## src/rtl/aes_job_scheduler.sv

```systemverilog
// aes_job_scheduler: queues AES-CTR descriptors and launches them one at a time into the
// streaming datapath, waiting for both stream dones under a watchdog.
module aes_job_scheduler #(
  parameter int DEPTH          = 4,
  parameter int TIMEOUT_CYCLES = 1048576
) (
  input  logic         clk,
  input  logic         reset,
  input  logic         desc_valid,
  output logic         desc_ready,
  input  logic [63:0]  desc_src,
  input  logic [63:0]  desc_dst,
  input  logic [63:0]  desc_len,
  input  logic [127:0] desc_iv,
  output logic [63:0]  dp_src,
  output logic [63:0]  dp_dst,
  output logic [63:0]  dp_len,
  output logic [127:0] dp_iv,
  output logic         dp_run,
  output logic         dp_abort,
  input  logic         dp_rd_done,
  input  logic         dp_wr_done,
  input  logic         clear_stats,
  output logic         idle,
  output logic [31:0]  jobs_done,
  output logic         zero_len_seen,
  output logic         timeout_seen
);
  localparam int AW = $clog2(DEPTH);
  localparam int CW = (TIMEOUT_CYCLES < 2) ? 1 : $clog2(TIMEOUT_CYCLES);
  localparam logic [CW-1:0] WD_LAST = CW'((TIMEOUT_CYCLES > 0) ? TIMEOUT_CYCLES - 1 : 0);
  typedef enum logic [1:0] {IDLE, LOAD, RUN, WAIT} state_t;
  state_t state_q, state_d;
  logic [319:0] mem_q [DEPTH];
  logic [319:0] head;
  logic [AW-1:0] wp_q, rp_q;
  logic [AW:0] cnt_q, cnt_d;
  logic [CW-1:0] wd_q;
  logic [31:0] jobs_q, jobs_d;
  logic [63:0] src_q, dst_q, len_q;
  logic [127:0] iv_q;
  logic rd_q, wr_q, idle_q, zl_q, zl_d, to_q, to_d;
  logic push, pop, len0, done_now, expire, inc;
  assign desc_ready = cnt_q != (AW+1)'(DEPTH);
  assign push = desc_valid && desc_ready;
  assign pop = (state_q == IDLE) && (cnt_q != '0);
  assign head = mem_q[rp_q];
  assign len0 = head[191:128] == '0;
  // Sticky latches or same-cycle inputs both count towards completion
  assign done_now = (state_q == WAIT) && (rd_q || dp_rd_done) && (wr_q || dp_wr_done);
  assign expire = (state_q == WAIT) && !done_now && (TIMEOUT_CYCLES != 0) && (wd_q == WD_LAST);
  always_comb begin
    state_d = state_q;
    case (state_q)
      IDLE:    state_d = (pop && !len0) ? LOAD : IDLE;
      LOAD:    state_d = RUN;
      RUN:     state_d = WAIT;
      default: state_d = (done_now || expire) ? IDLE : WAIT;
    endcase
    inc = (pop && len0) || done_now;
    zl_d = (zl_q && !clear_stats) || (pop && len0);
    to_d = (to_q && !clear_stats) || expire;
    jobs_d = (clear_stats ? 32'd0 : jobs_q) + 32'(inc);
    cnt_d = cnt_q + (AW+1)'(push) - (AW+1)'(pop);
  end
  always_ff @(posedge clk) begin
    if (push) mem_q[wp_q] <= {desc_src, desc_dst, desc_len, desc_iv};
  end
  always_ff @(posedge clk) begin
    if (reset) begin
      state_q <= IDLE;
      wp_q <= '0;
      rp_q <= '0;
      cnt_q <= '0;
      wd_q <= '0;
      rd_q <= 1'b0;
      wr_q <= 1'b0;
      idle_q <= 1'b1;
      zl_q <= 1'b0;
      to_q <= 1'b0;
      jobs_q <= '0;
      {src_q, dst_q, len_q, iv_q} <= '0;
    end else begin
      state_q <= state_d;
      wp_q <= wp_q + AW'(push);
      rp_q <= rp_q + AW'(pop);
      cnt_q <= cnt_d;
      wd_q <= (state_q == WAIT) ? wd_q + CW'(1) : '0;
      rd_q <= (state_q == WAIT) && (rd_q || dp_rd_done);
      wr_q <= (state_q == WAIT) && (wr_q || dp_wr_done);
      idle_q <= (state_d == IDLE) && (cnt_d == '0);
      zl_q <= zl_d;
      to_q <= to_d;
      jobs_q <= jobs_d;
      if (pop) {src_q, dst_q, len_q, iv_q} <= head;
    end
  end
  assign dp_src = src_q;
  assign dp_dst = dst_q;
  assign dp_len = len_q;
  assign dp_iv = iv_q;
  assign dp_run = state_q == RUN;
  assign dp_abort = expire;
  assign idle = idle_q;
  assign jobs_done = jobs_q;
  assign zero_len_seen = zl_q;
  assign timeout_seen = to_q;
endmodule
```

## config.mk

```make
export PLATFORM = sky130hd
export DESIGN_NAME = aes_job_scheduler
export DESIGN_NICKNAME = d
export VERILOG_FILES = /design/src/rtl/aes_job_scheduler.sv
export SDC_FILE = /design/constraint.sdc
export NUM_CORES = 2
export LEC_CHECK = 0
export CAP_MARGIN = 20
export CORE_UTILIZATION = 40
export CTS_BUF_LIST = sky130_fd_sc_hd__clkbuf_4 sky130_fd_sc_hd__clkbuf_8
export DETAILED_ROUTE_END_ITERATION = 10
export SLEW_MARGIN = 15
export SYNTH_ARGS = -nofsm -noshare
export SYNTH_HDL_FRONTEND = slang
export SYNTH_SLANG_ARGS = --single-unit
export TNS_END_PERCENT = 100
```

## constraint.sdc

```tcl
create_clock -name clk -period 35.2 [get_ports clk]
set_input_delay 7.04 -clock clk [delete_from_list [all_inputs] [get_ports clk]]
set_output_delay 7.04 -clock clk [all_outputs]
set_load 0.02 [all_outputs]
```

==> reports/qor.csv <==
metric,value,unit
status,finished clean,
sequential element share of the synthesized area,76.9,%
vias per inst,5.05,
Pwr Total,5.95,mW
die area,152000,µm²
Core Area,148000,µm²
Post-DRT Antenna Nets,0,
post-detailed-route wirelength per cell,22.8,µm
CTS root buffer,clkbuf_8,
switching power,1.83,mW
Worst Path Arrival,9.16,ns
Total Negative Setup Slacks,0,ns
Sw Ratio,30.7,%
RD Place Congestion,0.753,
CTS tree,yes,
initial core utilization,40.4,%
grt ovf,0,
DRT Pass-1 Iters,5,
Period minus WS final,16.20,ns
IO Port Bufs,683,
pre-CTS setup slack,19.06,ns
io pins,684,
post-CTS sizing,0,
Worst-path clk slew,0.06,ns
count of state elements after synthesis,1666,
Post-Place Cells,5968,
Worst Hold Class,reg -> reg,
"Area growth, synth to finish",24.9,%
Worst setup SP type,input pin,
worst r2r src,rp_q[0],
hold_sp,dp_iv[120],
number of library cell types mapped by synthesis,50,
RSZ-0062 raised after global routing,no,
Total Routing Usage GR,19.3,%
WL final,148000,µm
Die X-Extent,389,µm
Final setup viols,0,
Post-Synthesis Cells,3437,
CTS Buf Count,291,
Leak,24.2,nW
maximum VDD drop,0.0698,mV
clk buf depth,4,
Yosys warning count,0,
largest net degree at the start of global routing,185,
Worst Path Required,28.16,ns
"Cell Area, Synth",60000,µm²
Die Y,389,µm
Fmax,0.0617,GHz
Worst Setup SP,dp_wr_done,
Non-Filler Instances,6494,
post-CTS setup buffers,0,
crit end category,output port,
Via Count,32800,
Reg power frac,43.5,%
Worst-Margin Slew,1.31,ns
post-route setup slack,19.00,ns
layout cells sized above 1,19.3,%
Final period util,46.0,%
max-cap viol count,0,
cell row count,141,
Nets,4597,
number of global-route vias before repair,33700,
Post-synth EDFFs,1280,
initial antenna violation count,35,
Clock Sinks,1666,
Final Slew Violations,0,
final hold viol count,0,
CP max FO,3,
Gate power share,26.7,%
clock power share,29.7,%
Worst slew margin,12.6,%
Post-synth ARST share,0,%
dpl hpwl,87100,µm
Clock Skew,0.0642,ns
Post-route DRC,0,
internal power,4.12,mW
crit path kind,in -> out,
Synth Net Count,3775,
Iteration-0 DRC Markers,1904,
Hold Buf Count CTS,0,
clk_lat worst skew,0.97,ns
syn_area_per_cell,17.5,µm²
first-pass GRT wire length,219000,µm
H-tree levels,5,
power per cell area,79.3,nW/µm²
Main synth FF type,edfxtp_1,
worst max-delay path: stages:
cell,delay (ns)
clkdlybuf4s50_1,0.46
o221ai_1,0.42
nor4b_1,0.48
clkdlybuf4s50_1,0.75
layer usage:
metal / GRT usage, % / share of wire, % / up-vias
met5: 0 / 0.16 / -
met4: 6.66 / 2.8 / 36
met3: 6.55 / 7.9 / 314
met2: 30.5 / 47 / 952
met1: 24.9 / 42 / 16700
li1: - / - / 14900
state kept, by name, indices dropped and copies added (netlist names), 3 cells and up:
| signal | cells |
|---|---|
| mem_q | 1280 |
| dp_src | 64 |
| dp_len | 64 |
| jobs_done | 32 |
| cnt_q | 3 |
| wd_q | 20 |
| dp_dst | 64 |
| dp_iv | 128 |
per-stage QoR:
| stage | area [µm²] | utilization [%] | hold WS [ns] |
|---|---|---|---|
| floorplan | 60000 | - | 0.430 |
| global placement | 69000 | 46.5 | 0.442 |
| detailed placement | 69000 | 46.5 | 0.445 |
| CTS | 74900 | 50.5 | 0.454 |
| global route | 74900 | 50.5 | 0.466 |
| finish | 74900 | 50.5 | 0.450 |
synthesized netlist by cell type, types with 14 or more instances:
cell,number,area [µm²]
a21oi_1,339,1700
buf_1,24,90.1
buf_2,34,170
clkbuf_1,131,492
dfxtp_1,386,7730
edfxtp_1,1280,38400
mux4_2,320,7210
nand2_1,660,2480
nand3_1,15,75.1
nor2_1,44,165
nor2b_1,19,119
nor4_1,21,131
o21ai_0,15,75.1
or3_1,14,87.6
xnor2_1,25,219
logic make-up (layout without fill, tap and decap cells):
| kind of cell | count (synthesis) | count (layout) | synth area share (%) |
|---|---|---|---|
| other | 0 | 17 | 0 |
| and+or+nand+nor | 831 | 831 | 5.77 |
| AOI/OAI and AO/OA | 369 | 369 | 3.16 |
| muxes | 320 | 320 | 12.0 |
| DFF | 1666 | 1666 | 76.9 |
| adders and majority gates | 12 | 12 | 0.263 |
| buffers and inverters | 207 | 1245 | 1.39 |
| xor gates and xnor gates | 32 | 32 | 0.467 |
power by group through the flow:
stage          Clock, mW  Sequential, mW  Combinational, mW
3_5_place_dp           0            2.63               1.62
3_3_place_gp           0            2.62               1.62
6_report            1.77            2.59               1.59
2_1_floorplan          0            2.89              0.771
5_1_grt             1.90            2.62               1.72
4_1_cts             1.82            2.59               1.63
layout by cell type (no fill, tap or decap), drive strengths merged, types with 2 or more instances in the layout:
cell,count
xnor2,25
xor2,7
o311ai,3
bufinv,2
o31ai,4
nand3,15
nor2b,19
clkdlybuf4s50,682
clkbuf,466
nand2,660
mux4,320
inv,17
or4,7
and3,9
clkinvlp,6
nor3b,3
edfxtp,1280
nand2b,2
or2,2
dfxtp,386
nor3,7
clkinv,33
nand3b,2
or3,17
buf,39
ha,11
nor4,21
nor2,44
and4,3
nand4,15
diode,17
o21ai,16
a21oi,339
final timing paths:
check	to	slack, ns	depth (start not counted)
max	dp_abort	19.00	4
min	dp_iv[120]	0.45	2
max reg2reg	jobs_done[28]	26.95	15
min reg2reg	dp_iv[120]	0.45	2
final cells by class:
class	instances	area (µm²)
Timing Repair Buffer	721	7250
Clock buffer	466	5590
Multi-Input combinational cell	1564	13000
Sequential cell	1666	46200
Fill cell	12400	73400
Antenna cell	17	42.5
Inverter	15	63.8
Tap cell	2002	2500
Clock inverter	43	279
Power figures use the tool's default switching activity.
